File: src/rtl/rshift_mul_seq.sv
// Sequential unsigned right-shift multiplier core: one shift-and-add step per cycle,
// with the AND-gated partial product supplied by an external combinational stage.
module rshift_mul_seq #(
    parameter int unsigned WIDTH = 32
) (
    input  logic                 clk,
    input  logic                 rst,
    input  logic                 start,
    input  logic [WIDTH-1:0]     a,
    input  logic [WIDTH-1:0]     b,
    output logic [WIDTH-1:0]     pp_a,
    output logic                 pp_b,
    input  logic [WIDTH-1:0]     pp_s,
    output logic                 busy,
    output logic                 done,
    output logic [2*WIDTH-1:0]   product
);

    localparam int unsigned       CW   = $clog2(WIDTH);
    localparam logic [CW-1:0]     LAST = CW'(WIDTH - 1);

    typedef enum logic [1:0] {
        IDLE,
        RUN,
        DONE
    } state_t;

    state_t           state, state_nx;
    logic [WIDTH-1:0] a_r, a_nx;
    logic [WIDTH-1:0] p_r, p_nx;
    logic [WIDTH-1:0] q_r, q_nx;
    logic [CW-1:0]    cnt, cnt_nx;
    logic [WIDTH:0]   sum;

    always_ff @(posedge clk) begin
        if (rst) begin
            state <= IDLE;
            a_r   <= '0;
            p_r   <= '0;
            q_r   <= '0;
            cnt   <= '0;
        end else begin
            state <= state_nx;
            a_r   <= a_nx;
            p_r   <= p_nx;
            q_r   <= q_nx;
            cnt   <= cnt_nx;
        end
    end

    always_comb begin
        state_nx = state;
        a_nx     = a_r;
        p_nx     = p_r;
        q_nx     = q_r;
        cnt_nx   = cnt;
        // The carry out of the add becomes the new top bit of P after the shift.
        sum      = {1'b0, p_r} + {1'b0, pp_s};

        case (state)
            IDLE: begin
                if (start) begin
                    a_nx     = a;
                    p_nx     = '0;
                    q_nx     = b;
                    cnt_nx   = '0;
                    state_nx = RUN;
                end
            end
            RUN: begin
                p_nx   = sum[WIDTH:1];
                q_nx   = {sum[0], q_r[WIDTH-1:1]};
                cnt_nx = cnt + CW'(1);
                if (cnt == LAST) begin
                    state_nx = DONE;
                end
            end
            DONE: begin
                if (start) begin
                    a_nx     = a;
                    p_nx     = '0;
                    q_nx     = b;
                    cnt_nx   = '0;
                    state_nx = RUN;
                end else begin
                    state_nx = IDLE;
                end
            end
            default: begin
                state_nx = IDLE;
            end
        endcase
    end

    assign pp_a    = a_r;
    assign pp_b    = q_r[0];
    assign product = {p_r, q_r};
    assign busy    = (state == RUN);
    assign done    = (state == DONE);

endmodule

File: config.mk
export PLATFORM = sky130hd
export DESIGN_NAME = rshift_mul_seq
export DESIGN_NICKNAME = d
export VERILOG_FILES = /design/src/rtl/rshift_mul_seq.sv
export SDC_FILE = /design/constraint.sdc
export NUM_CORES = 1
export LEC_CHECK = 0
export ABC_AREA = 0
export CORE_MARGIN = 2
export CORE_UTILIZATION = 46
export DETAILED_ROUTE_END_ITERATION = 8
export PLACE_DENSITY = 0.84
export SLEW_MARGIN = 20
export SYNTH_ARGS = -nofsm -noshare
export SYNTH_HDL_FRONTEND = slang
export SYNTH_SLANG_ARGS = --single-unit
File: constraint.sdc
create_clock -name clk -period 3.3 [get_ports clk]
set_input_delay 0.495 -clock clk [delete_from_list [all_inputs] [get_ports clk]]
set_output_delay 0.495 -clock clk [all_outputs]
set_load 0.05 [all_outputs]
==> reports/summary.txt, run 1 <==
Status -> completed
Synth Flop Type -> dfxtp_1
DP HPWL -> 11700 um
Hold path start -> pp_a[23]
Largest cells by area after synthesis -> dfxtp_1 (37%), ha_1 (7.5%), nand2_1 (7.3%)
Seq cells post-synth -> 103
I/O Buffers -> 197
Final wirelength -> 16000 um
Die H -> 115 um
Global route overflow -> 0
Final Skew -> 0.00745 ns
Reg2Reg Setup Slack -> 0.64 ns
Core Region -> 12000 um^2
Relative slew slack -> 51.0%
Top-area cell type share of the netlist area -> 36.5%
Worst Setup SP -> pp_s[0]
DP Cell Count -> 1000
Hold_buf cts -> 0
Crit. End Element -> flip-flop
Syn avg cell area -> 8.21 um^2
PD cells -> 475 nW/um^2
Drt pass-1 iters -> 5
Tightest Pin Transition -> 0.735 ns
CTS tree -> yes
CP Launch Type -> input port
Postcts setup bufs -> 0
Synth unique cells -> 60
Clock period minus final worst setup slack -> 2.89 ns
First-pass GRT wire length -> 25700 um
Final nets -> 998
Most common cell after layout, fill and taps aside -> clkdlybuf4s50_1
Highest ir drop seen on vdd -> 0.232 mV
Layout Cells excl Fill -> 1016
Initial DRC Count -> 379
Most frequent cells in the layout -> clkdlybuf4s50_1 (195), nand2_1 (109), dfxtp_1 (102)
Remaining DRCs -> 0
CP peak stage delay -> 0.46 ns
Mapped Area -> 5650 um^2
Antenna violations before repair -> 0
Hold Path Class -> flip-flop to flip-flop
Vias per cell -> 5.47
Starting Density -> 47.0%
CTS Buffer Depth -> 2
Routed len/inst -> 15.7 um
CTS sink count -> 103
Vias -> 5557
WP data arrival -> 3.14 ns
Synthesis-to-layout area growth -> 41.5%
Yosys warnings -> 0
Highest Clock Rate -> 0.346 GHz
Worst-path fanout max -> 3
Share of layout cells above drive strength 1 -> 4.83%
Syn nets -> 822
Post-Syn Instances -> 688
Core Rows -> 40
Post_cts resized -> 0
Slowest CP cell -> clkdlybuf4s50_1
Area leader, netlist -> dfxtp_1
LEAKAGE -> 3.17 nW
Number of synthesized flops with an enable pin -> 0
Final Max Slew Viols -> 0
Reg clk slew, reported paths -> 0.07 ns
Part of the cycle the worst path needs -> 87.6%
Setup TNS -> 0 ns
Gpl congestion -> 0.952
Worst r2r src -> p_r[0]
# setup viols final -> 0
Crit path kind -> input port to flip-flop
Asr flop ratio synth -> 0%
Die area -> 13200 um^2
Pin count of the biggest net entering global routing -> 65
Tot GR Track Use -> 24.1%
Max_cap viols -> 0
Crit path required time -> 3.55 ns
RSZ-0062 raised after global routing -> no
CTS buffer count -> 9
Min Hold Slack -> 0.455 ns
Util after Layout -> 66.5%
Clock Latency Late Sink -> 0.35 ns
H-tree depth -> 3
Vias in the first global route -> 5142
Post-synthesis sequential area ratio -> 36.5%
I/O pin count -> 198
Fin. Hold Viols -> 0
Post-route ant nets -> 0
Crit-path cells -> clkdlybuf4s50_1 -> ha_1 -> inv_1 -> fa_1 -> nor2b_1 -> o211ai_1 -> a211oi_1 -> o2111ai_2 -> a31oi_1 -> o21ai_0 -> a32o_1
Die width -> 115 um
Ant diodes -> 0
Clock tree root driver cell -> clkbuf_16
-- registers in the layout, summed over array words and instances, names as in the netlist --
| register | flops |
|---|---|
| q_r | 32 |
| p_r | 32 |
| cnt | 5 |
| state | 2 |
| pp_a | 32 |
-- per-layer routing --
metal	up-vias	share of wire (%)	GRT usage, %
met3	21	5.9	3.58
met5	-	0	0
met4	0	1.8	8.76
li1	2809	-	-
met1	2544	45	32.9
met2	183	47	39.0
-- per-stage QoR --
step / area, um^2 / power, mW / setup WS [ns]
global placement: 7700 / 2.75 / 0.118
global route: 7990 / 3.98 / 0.209
detailed placement: 7700 / 2.76 / 0.0516
floorplan: 5650 / 2.32 / 0.535
CTS: 7990 / 3.82 / 0.415
finish: 7990 / 3.80 / 0.408
-- power by group --
group | internal [mW] | leakage, nW | total (mW) | switching, mW
clock network | 0.562 | 0.148 | 1.05 | 0.489
logic | 0.519 | 2.17 | 1.33 | 0.807
registers | 1.35 | 0.847 | 1.42 | 0.0729
total | 2.43 | 3.17 | 3.80 | 1.37
-- cell type report --
type | instances | area, um^2
Clock buffer | 11 | 253
Clock inverter | 5 | 38.8
Fill cell | 1045 | 4020
Inverter | 10 | 37.5
Multi-Input combinational cell | 532 | 3350
Sequential cell | 103 | 2060
Tap cell | 147 | 184
Timing Repair Buffer | 208 | 2060
-- worst paths after layout --
path,end,depth (start not counted)
setup / recovery,p_r[27],11
hold / removal,pp_a[23],2
setup reg to reg,p_r[27],10
hold reg to reg,pp_a[23],2
-- critical path: cells and delay by family --
family          cells  cell delay, ns
fa+ha+maj           2            0.59
simple gates        1            0.18
compound gates      6            1.34
buf+inv             2            0.53
-- kinds of logic (layout without fill, tap and decap cells) --
kind of cell,count (synthesis),after routing,share of synthesized area (%)
AOI/OAI and AO/OA,206,206,24.0
DFF,103,103,36.5
buffers and inverters,53,234,4.19
xor gates and xnor gates,24,24,3.72
muxes,33,33,5.85
adders and majority gates,35,35,7.89
and+or+nand+nor,234,234,17.8
-- synthesized netlist by cell type, types with 8 or more instances --
master    number
nor2_1        73
inv_1         10
clkbuf_1      24
mux2i_1       33
ha_1          34
a211oi_1      38
o21ai_0       25
dfxtp_1      103
buf_1          8
a21o_1        14
nand2_1      110
a21oi_1       62
o21ai_1       12
xnor2_1       17
Note: power is estimated with default switching activity, not from simulation.
==> inputs of run 2 (changes only) <==
--- a/config.mk
+++ b/config.mk
@@ -14,3 +14,4 @@
 export SYNTH_ARGS = -nofsm -noshare
 export SYNTH_HDL_FRONTEND = slang
 export SYNTH_SLANG_ARGS = --single-unit
+export TNS_END_PERCENT = 1
==> results of run 2 <==
Same layout as run 1: the final DEF is identical, and so are final timing and power.
